### config.mk
export PLATFORM = sky130hd
export DESIGN_NAME = ddr3_host_arbiter
export DESIGN_NICKNAME = d
export VERILOG_FILES = /design/src/rtl/ddr3_cmd_pkg.sv /design/src/rtl/ddr3_tag_fifo.sv /design/src/rtl/ddr3_host_arbiter.sv
export SDC_FILE = /design/constraint.sdc
export NUM_CORES = 1
export LEC_CHECK = 0
export CELL_PAD_IN_SITES_DETAIL_PLACEMENT = 0
export CELL_PAD_IN_SITES_GLOBAL_PLACEMENT = 1
export CORE_ASPECT_RATIO = 1.5
export CORE_UTILIZATION = 42
export DETAILED_ROUTE_END_ITERATION = 8
export DONT_BUFFER_PORTS = 1
export MAX_ROUTING_LAYER = met4
export PLACE_DENSITY_LB_ADDON = 0.1
export SLEW_MARGIN = 15
export SYNTH_ARGS = -nofsm -noshare
export SYNTH_HDL_FRONTEND = slang
export SYNTH_SLANG_ARGS = --single-unit
### constraint.sdc
create_clock -name clk -period 4.6 [get_ports clk]
set_input_delay 1.38 -clock clk [delete_from_list [all_inputs] [get_ports clk]]
set_output_delay 1.38 -clock clk [all_outputs]
set_load 0.01 [all_outputs]
### src/rtl/ddr3_cmd_pkg.sv
// Command encodings, tag entry layout and small helpers shared by the DDR3 host arbiter.
package ddr3_cmd_pkg;

  localparam logic [2:0] CMD_SCR = 3'd1;
  localparam logic [2:0] CMD_SCW = 3'd2;
  localparam logic [2:0] CMD_BLR = 3'd3;
  localparam logic [2:0] CMD_BLW = 3'd4;
  localparam logic [2:0] CMD_ATR = 3'd5;
  localparam logic [2:0] CMD_ATW = 3'd6;

  localparam int IN_DEPTH = 32;

  typedef struct packed {
    logic       id;
    logic [4:0] beats_m1;
  } tag_t;

  function automatic logic is_cmd(input logic [2:0] cmd);
    return (cmd != 3'd0) && (cmd != 3'd7);
  endfunction

  function automatic logic is_write(input logic [2:0] cmd);
    return (cmd == CMD_SCW) || (cmd == CMD_BLW) || (cmd == CMD_ATR) || (cmd == CMD_ATW);
  endfunction

  function automatic logic is_read(input logic [2:0] cmd);
    return (cmd == CMD_SCR) || (cmd == CMD_BLR) || (cmd == CMD_ATR);
  endfunction

  // Number of return words a read-type command produces; zero for pure writes.
  function automatic logic [5:0] beats_for(input logic [2:0] cmd, input logic [1:0] sz);
    logic [5:0] n;
    n = 6'd0;
    if (cmd == CMD_SCR || cmd == CMD_ATR) n = 6'd1;
    else if (cmd == CMD_BLR) n = {1'b0, sz, 3'b000} + 6'd8;
    return n;
  endfunction

endpackage

### src/rtl/ddr3_tag_fifo.sv
// In-order queue of outstanding reads; the head entry counts down its return beats in place.
module ddr3_tag_fifo
  import ddr3_cmd_pkg::*;
#(
  parameter int TAG_DEPTH_P2 = 3
) (
  input  logic clk,
  input  logic reset,
  input  logic push,
  input  tag_t push_data,
  input  logic dec,
  output logic head_id,
  output logic full,
  output logic empty
);

  localparam int DEPTH = 1 << TAG_DEPTH_P2;
  localparam int PW    = TAG_DEPTH_P2;
  localparam int CW    = TAG_DEPTH_P2 + 1;

  tag_t          mem [DEPTH];
  logic [PW-1:0] wr_ptr;
  logic [PW-1:0] rd_ptr;
  logic [CW-1:0] count;
  logic          do_push;
  logic          do_dec;
  logic          do_pop;

  always_comb begin
    full    = (count == CW'(DEPTH));
    empty   = (count == '0);
    head_id = mem[rd_ptr].id;
    do_push = push && !full;
    do_dec  = dec && !empty;
    do_pop  = do_dec && (mem[rd_ptr].beats_m1 == 5'd0);
  end

  // Push and head update never target the same slot: a full queue refuses pushes.
  always_ff @(posedge clk) begin
    if (reset) begin
      wr_ptr <= '0;
      rd_ptr <= '0;
      count  <= '0;
      for (int i = 0; i < DEPTH; i++) mem[i] <= '0;
    end else begin
      if (do_push) begin
        mem[wr_ptr] <= push_data;
        wr_ptr      <= wr_ptr + PW'(1);
      end
      if (do_dec && !do_pop) mem[rd_ptr].beats_m1 <= mem[rd_ptr].beats_m1 - 5'd1;
      if (do_pop) rd_ptr <= rd_ptr + PW'(1);
      count <= count + CW'(do_push) - CW'(do_pop);
    end
  end

endmodule

### src/rtl/ddr3_host_arbiter.sv
// Two-requester round-robin front end for ddr3_controller with BLW burst lock and in-order read return steering.
module ddr3_host_arbiter #(
  parameter int TAG_DEPTH_P2 = 3,
  parameter int IN_DEPTH     = ddr3_cmd_pkg::IN_DEPTH
) (
  input  logic        clk,
  input  logic        reset,
  input  logic        ready,
  input  logic [2:0]  req_cmd_0,
  input  logic [2:0]  req_cmd_1,
  input  logic [25:0] req_addr_0,
  input  logic [25:0] req_addr_1,
  input  logic [1:0]  req_sz_0,
  input  logic [1:0]  req_sz_1,
  input  logic [2:0]  req_op_0,
  input  logic [2:0]  req_op_1,
  input  logic [15:0] req_din_0,
  input  logic [15:0] req_din_1,
  output logic        req_gnt_0,
  output logic        req_gnt_1,
  output logic        req_wready_0,
  output logic        req_wready_1,
  output logic        req_rvalid_0,
  output logic        req_rvalid_1,
  output logic [15:0] req_rdata,
  output logic [25:0] req_raddr,
  output logic [2:0]  cmd,
  output logic [25:0] addr,
  output logic [1:0]  sz,
  output logic [2:0]  op,
  output logic [15:0] din,
  output logic        read,
  input  logic        notfull,
  input  logic [5:0]  fillcount,
  input  logic        validout,
  input  logic [15:0] dout,
  input  logic [25:0] raddr
);
  import ddr3_cmd_pkg::*;

  typedef enum logic {IDLE, BURST} state_e;

  state_e      state, state_nx;
  logic        owner, owner_nx;
  logic        rr_last, rr_last_nx;
  logic [4:0]  beats_left, beats_left_nx;
  logic [1:0]  cand, gnt, wready;
  logic        win, in_full;
  logic [2:0]  w_cmd;
  logic [1:0]  w_sz;
  logic        push, dec, tag_full, tag_empty, head_id;
  tag_t        push_data;

  ddr3_tag_fifo #(.TAG_DEPTH_P2(TAG_DEPTH_P2)) u_tags (
    .clk       (clk),
    .reset     (reset),
    .push      (push),
    .push_data (push_data),
    .dec       (dec),
    .head_id   (head_id),
    .full      (tag_full),
    .empty     (tag_empty)
  );

  // Everything is gated by reset so outputs are quiet in the reset cycle itself.
  always_comb begin
    state_nx      = state;
    owner_nx      = owner;
    rr_last_nx    = rr_last;
    beats_left_nx = beats_left;
    gnt           = '0;
    wready        = '0;
    cmd           = '0;
    addr          = '0;
    sz            = '0;
    op            = '0;
    din           = '0;
    push          = 1'b0;
    push_data     = '0;
    in_full       = (fillcount == 6'(IN_DEPTH));
    cand[0] = is_cmd(req_cmd_0) && ready && notfull && (!is_write(req_cmd_0) || !in_full)
              && (!is_read(req_cmd_0) || !tag_full);
    cand[1] = is_cmd(req_cmd_1) && ready && notfull && (!is_write(req_cmd_1) || !in_full)
              && (!is_read(req_cmd_1) || !tag_full);
    win     = (cand == 2'b11) ? ~rr_last : cand[1];
    w_cmd   = win ? req_cmd_1 : req_cmd_0;
    w_sz    = win ? req_sz_1 : req_sz_0;
    if (!reset) begin
      case (state)
        IDLE: begin
          if (cand != 2'b00) begin
            gnt[win]   = 1'b1;
            cmd        = w_cmd;
            addr       = win ? req_addr_1 : req_addr_0;
            sz         = w_sz;
            op         = win ? req_op_1 : req_op_0;
            din        = win ? req_din_1 : req_din_0;
            rr_last_nx = win;
            if (is_read(w_cmd)) begin
              push               = 1'b1;
              push_data.id       = win;
              push_data.beats_m1 = 5'(beats_for(w_cmd, w_sz) - 6'd1);
            end
            if (w_cmd == CMD_BLW) begin
              state_nx      = BURST;
              owner_nx      = win;
              beats_left_nx = {w_sz, 3'b111};
            end
          end
        end
        BURST: begin
          din           = owner ? req_din_1 : req_din_0;
          wready[owner] = !in_full;
          if (!in_full) begin
            beats_left_nx = beats_left - 5'd1;
            if (beats_left == 5'd1) state_nx = IDLE;
          end
        end
        default: state_nx = IDLE;
      endcase
    end
  end

  always_ff @(posedge clk) begin
    if (reset) begin
      state      <= IDLE;
      owner      <= 1'b0;
      rr_last    <= 1'b1;
      beats_left <= '0;
    end else begin
      state      <= state_nx;
      owner      <= owner_nx;
      rr_last    <= rr_last_nx;
      beats_left <= beats_left_nx;
    end
  end

  // Return words cannot be stalled, so each one is steered straight to the head tag's owner.
  always_comb begin
    dec          = validout && !tag_empty && !reset;
    read         = !tag_empty && !reset;
    req_rvalid_0 = dec && !head_id;
    req_rvalid_1 = dec && head_id;
    req_rdata    = dec ? dout : '0;
    req_raddr    = dec ? raddr : '0;
    req_gnt_0    = gnt[0];
    req_gnt_1    = gnt[1];
    req_wready_0 = wready[0];
    req_wready_1 = wready[1];
  end

`ifndef SYNTHESIS
  assert property (@(posedge clk) disable iff (reset) !(validout && tag_empty))
    else $error("validout with no outstanding read");
`endif

endmodule

### Yosys cells after proc, flatten, opt, wreduce, memory -nomap -nowiden

Memories as Yosys holds them, arrays and structs flattened. A register that Yosys moved wholly into a read port is not among the register bits.
Index checks and enable logic that the tools add are counted.

* flip-flop bits (word level): 18
* bits in latches: 0
* memory bits (writable): 48
* ROM bits: 0
* logic and storage cells: 178
* memories kept: 1

Memory list
* u_tags.mem: words 8, bits a word 6, rd ports 1, clocked after Yosys merged registers in 1, write ports 8, RTL line ddr3_tag_fifo.sv:21 `tag_t mem [DEPTH];`

* add/sub/neg operators: 8
* multipliers: 0
* divide/modulo/power cells: 0
* magnitude comparators: 4
* equal/unequal tests: 25
* shift operators: 0
* mux-type cells: 72
* bitwise gates (word level): 3
* reductions and logical operators: 58

Operator list (number)
* $mux W26: 5
* $mux W16: 5
* $mux W5: 9
* $mux W3: 12
* $mux W6: 6
* $pmux W16 S2: 1
* $eq A3 B3 Y1 const B: 8
* $logic_and A1 B1 Y1: 21
* $mux W1: 20
* $mux W2: 10
* $logic_or A1 B1 Y1: 17
* $eq A3 B2 Y1 const B: 5
* $sub A5 B1 Y5 const B: 3
* $reduce_or A6 Y1: 2
* $logic_not A1 Y1: 10
* $pmux W5 S2: 1
* $eq A3 B1 Y1 const B: 3
* $add A3 B1 Y3 const B: 2
* $eq A6 B6 Y1 const B: 1
* $ne A2 B2 Y1 const B: 3
* $ne A3 B3 Y1 const B: 2
* $reduce_and A3 Y1: 2
* $reduce_bool A3 Y1: 2
* $add A5 B4 Y5 const B: 1
* 15 further kinds: 19

### Longest topological paths before layout

* depth in word-level cells: 24
* depth in mapped cells: 15

### Modules after synthesis

From an unflattened synthesis, not the netlist that was laid out.

* cells, all modules: 640
* area total of the unflattened synthesis: 5909.4 um^2

Modules (own cells, without submodules)
* ddr3_tag_fifo: instances 1, cells each 298, area each 3583.4 um^2
* ddr3_host_arbiter: instances 1, cells each 342, area each 2326.0 um^2

### Worst setup path after synthesis

Ideal clock, no wire load.

* path kind: input to output
* start: input port fillcount[1]
* end: output port addr[19]
* data arrival time: 3.506 ns
* data required time: 3.220 ns
* setup slack: -0.286 ns
* stages on the path: 9
* buffers on the path: 3
* cell sequence: or4_4 > o21a_1 > a21o_1 > nor3_2 > buf_2 > clkbuf_1 > buf_2 > nand2_1 > a21oi_1

* word-level cells in the longest chain between the ends: 11

Ends and longest elaborated chain
* start, declared: RTL line ddr3_host_arbiter.sv:34 `input logic [5:0] fillcount,`
* $eq A6 B6 Y1 (*): RTL line ddr3_host_arbiter.sv:80 `in_full = (fillcount == 6'(IN_DEPTH));`
* $logic_not A1 Y1 (*)
* $logic_or A1 B1 Y1 (on tied branches): RTL line ddr3_host_arbiter.sv:81, ddr3_host_arbiter.sv:83
* $logic_and A1 B1 Y1 (on tied branches): RTL line ddr3_host_arbiter.sv:81, ddr3_host_arbiter.sv:83
* $logic_and A1 B1 Y1 (on tied branches): RTL line ddr3_host_arbiter.sv:82, ddr3_host_arbiter.sv:84
* $eq A2 B2 Y1: RTL line ddr3_host_arbiter.sv:85 `win = (cand == 2'b11) ? ~rr_last : cand[1];`
* $mux W1: RTL line ddr3_host_arbiter.sv:85
* $mux W26: RTL line ddr3_host_arbiter.sv:94 `addr = win ? req_addr_1 : req_addr_0;`
* $mux W26 (*): RTL line ddr3_host_arbiter.sv:91 `if (cand != 2'b00) begin`
* $mux W26 (*): RTL line ddr3_host_arbiter.sv:89 `case (state)`
* $mux W26 (*): RTL line ddr3_host_arbiter.sv:88 `if (!reset) begin`
* end, declared: RTL line ddr3_host_arbiter.sv:28 `output logic [25:0] addr,`

Every way passes the cells marked *; elsewhere a longest branch is shown, timed or not.

### Final worst setup path

* start: input port fillcount[1]
* end: output port din[13]

* word-level cells in the longest chain between the ends: 11

Ends and longest elaborated chain
* $eq A6 B6 Y1 (*): RTL line ddr3_host_arbiter.sv:80
* $logic_not A1 Y1 (*)
* $logic_or A1 B1 Y1 (on tied branches): RTL line ddr3_host_arbiter.sv:81, ddr3_host_arbiter.sv:83
* $logic_and A1 B1 Y1 (on tied branches): RTL line ddr3_host_arbiter.sv:81, ddr3_host_arbiter.sv:83
* $logic_and A1 B1 Y1 (on tied branches): RTL line ddr3_host_arbiter.sv:82, ddr3_host_arbiter.sv:84
* $eq A2 B2 Y1: RTL line ddr3_host_arbiter.sv:85
* $mux W1: RTL line ddr3_host_arbiter.sv:85
* $mux W16: RTL line ddr3_host_arbiter.sv:97 `din = win ? req_din_1 : req_din_0;`
* $mux W16 (*): RTL line ddr3_host_arbiter.sv:91
* $pmux W16 S2 (*): RTL line ddr3_host_arbiter.sv:89
* $mux W16 (*): RTL line ddr3_host_arbiter.sv:88
* end, declared: RTL line ddr3_host_arbiter.sv:31 `output logic [15:0] din,`

Marks and branches as above.

==> flow_metrics.env <==
export IMPL_io_pins=252
export IMPL_synth_compound_area_share_pct=17.8
export IMPL_grt_overflow_total=0
export IMPL_critical_path_startpoint_type="primary input"
export IMPL_max_cap_violations=0
export IMPL_synth_xor_xnor_area_share_pct=1.49
export IMPL_rsz0062_at_grt="true"
export IMPL_starting_density_pct=43.5
export IMPL_max_slew_margin_rel_pct=35.1
export IMPL_synth_area_per_cell_sq_um=8.73
export IMPL_endpoint_kind="output port"
export IMPL_route_antenna_remaining_nets=0
export IMPL_cts_hold_repair_buffers=0
export IMPL_wl_met2_mm=8.52
export IMPL_critical_path_arrival_ns=3.23
export IMPL_synth_mux_area_share_pct=12.9
export IMPL_power_frac_seq_pct=39.3
export IMPL_drt_met1_wl_mm=5.96
export IMPL_critical_path_max_fanout=17
export IMPL_hold_worst_slack_ns=0.499
export IMPL_synth_simple_area_share_pct=24.3
export IMPL_drtPass1Iterations=5
export IMPL_power_switching_fraction_pct=29.8
export IMPL_yosysWarningCount=0
export IMPL_synth_fp_nets=770
export IMPL_post_synth_fa_ha_maj_area_fraction_pct=2.99
export IMPL_finalWeightedCongestion=0.917
export IMPL_final_critical_path_setup_slack_ns=-0.00718
export IMPL_maximum_clock_skew_at_final_layout_ns=0.00536
export IMPL_ir_worst_vdd_v=0.000139
export IMPL_timing_final_setup_violations=1
export IMPL_netlist_area_sq_um=5280
export IMPL_finalWirelength_mm=15.5
export IMPL_grt_antenna_before_repair=0
export IMPL_number_of_enable_flip_flop_cells_after_synthesis=48
export IMPL_post_drt_wl_per_cell_um=20.4
export IMPL_route_detailed_vias_per_inst=6.23
export IMPL_ys_seq_area_share_pct=35.3
export IMPL_cts_tree="built"
export IMPL_fp_row_count=49
export IMPL_die_width_um=93.5
export IMPL_drt_initial_drc_count=241
export IMPL_worstSkewPairLatency_ns=0.33
export IMPL_synth_top_family_by_area="simple AND/OR/NAND/NOR gates"
export IMPL_num_cts_buffers=9
export IMPL_hold_class="flop to flop"
export IMPL_ys_seq_elements=69
export IMPL_clock_sinks=69
export IMPL_synth_most_common_cell="nand2_1"
export IMPL_final_max_slew_viol_count=0
export IMPL_cts_path_max_buffers=2
export IMPL_fraction_of_layout_instances_using_a_drive_strength_above_1_pct=18.8
export IMPL_grt_start_max_net_pins=47
export IMPL_part_of_the_power_in_combinational_logic_pct=24.3
export IMPL_failed_checks="setup timing"
export IMPL_fillCellCount=1153
export IMPL_setup_cp_type="primary input to output port"
export IMPL_power_per_cell_area_nw_per_um2=303
export IMPL_clock_root_buffer="clkbuf_16"
export IMPL_synthTopCellsByArea="edfxtp_1 (27%), dfxtp_1 (8.0%), mux2i_1 (7.6%)"
export IMPL_first_global_vias=4718
export IMPL_worst_ep_required_time_ns=3.22
export IMPL_leading_area_contributor_after_synthesis="edfxtp_1"
export IMPL_cts_htree_levels=3
export IMPL_synth_largest_type_area_fraction_pct=27.3
export IMPL_global_route_usage_over_all_layers_pct=24.8
export IMPL_cellInternalPower_uw=1280
export IMPL_p_switching_uw=542
export IMPL_io_buffers=0
export IMPL_period_share_pct=100
export IMPL_amount_of_wire_on_met3_after_detailed_routing_um=600
export IMPL_synth_top_flop_cell="edfxtp_1"
export IMPL_synthDistinctLibCells=59
export IMPL_grt_first_pass_wirelength_mm=24.6
export IMPL_synthCells=605
export IMPL_nets=765
export IMPL_async_reset_ff_share_pct=0
export IMPL_outcome="finished with violations"
export IMPL_placement_setup_worst_slack_ns=-0.133
export IMPL_final_hold_viol_count=0
export IMPL_clk_transition_reported_paths_ns=0.05
export IMPL_leakage_uw=0.00228
export IMPL_area_delta_synth_final_pct=13.5
export IMPL_chipHeight_um=139
export IMPL_clock_power_share_pct=36.4
export IMPL_worstMarginPinSlew_ns=0.973
export IMPL_timing_fmax_ghz=0.217
export IMPL_routed_via_count=4724
export IMPL_layout_min_cycle_time_ns=4.61
export IMPL_hpwl_mm=12.0
export IMPL_design_core_area_sq_um=12100
export IMPL_drc=0
export IMPL_die_area_sq_um=13000
export IMPL_top_signal_layer_used="met4"
export IMPL_diodes=0
export IMPL_netlist_top_cells_count="nand2_1 (92), and3_1 (48), edfxtp_1 (48)"
flip-flops by register name (all words and copies together), names as in the netlist, named ones only:
register / cells
u_tags.wr_ptr: 3
u_tags.mem: 48
beats_left: 5
u_tags.count: 4
rr_last: 1
u_tags.rd_ptr: 3
state: 1
owner: 1
stage by stage:
step                      instance area, sq um  setup TNS, ns  util, %  instances  power, uW
after global routing                      5990          -1.97     49.4        758       1910
after CTS                                 5980        -0.0118     49.3        758       1830
final                                     5990       -0.00718     49.4        758       1820
after global placement                    5660          -1.38     46.6        740       1150
after detailed placement                  5660          -3.92     46.6        740       1160
after floorplan                           5470          -3.57        -        605       1050
worst max-delay path, stage by stage:
cell,delay [ns]
or4_4,0.53
o21a_1,0.20
a21o_1,0.19
nor3_4,0.23
buf_12,0.21
mux2i_1,0.09
o22a_1,0.23
nor2_2,0.15
cells in the final DEF, fill, tap and decap left out, types with 9 or more instances in the layout:
cell type and n:
nand2_1 92, and3_1 48, edfxtp_1 48, mux2i_1 40
o21ai_0 32, a21oi_2 29, nor2_1 28, buf_4 26
dfxtp_1 21, inv_1 17, o22a_1 16, nand3_1 15
o22ai_1 15, nor2_2 14, mux4_2 12, nor3_1 12
a21oi_1 11, ha_1 11, nand4_1 10, clkbuf_16 9
final cells by class:
class,instances,area (sq um),area share [%]
timing repair buffer,30,267,4.45
clock inverter,5,51.3,0.856
clock buffer,11,233,3.88
tap,153,191,3.19
multi-input combinational,473,3320,55.5
inverter,17,63.8,1.06
sequential,69,1860,31.1
cells by family after synthesis:
family                   Yosys count
AND/OR/NAND/NOR                  259
AO/OA/AOI/OAI                    140
buffers and inverters             63
XOR/XNOR                           9
flip-flops                        69
multiplexers                      53
adder cells (fa/ha/maj)           12
final timing paths:
kind                        start               end  slack [ns]  depth (start not counted)
setup / recovery     fillcount[1]           din[13]      -0.007                          8
hold / removal      beats_left[3]     beats_left[3]        0.50                          2
setup reg to reg  u_tags.count[2]  u_tags.mem[1][2]        1.02                         12
hold reg to reg     beats_left[3]     beats_left[3]        0.50                          2
power groups by stage:
stage,combinational (uW),clock (uW),sequential (uW)
3_3_place_gp,422,0,725
4_1_cts,441,674,714
6_report,442,662,714
3_5_place_dp,432,0,727
5_1_grt,484,705,717
2_1_floorplan,336,0,715
metal layers:
| metal | track usage, % | vias to the layer above |
|---|---|---|
| li1 | - | 2224 |
| met1 | 28.2 | 2300 |
| met5 | - | - |
| met2 | 43.4 | 173 |
| met4 | 10.5 | 0 |
| met3 | 2.84 | 27 |
timing repair:
item                                    4_1_cts  5_1_grt
endpoints found under the setup margin       48       48
cloned                                        0        0
endpoints found under the hold margin         0        0
resized for setup                             7        3
pin swaps                                     3        0
buffers inserted                              2        0
Power figures use the tool's default switching activity.
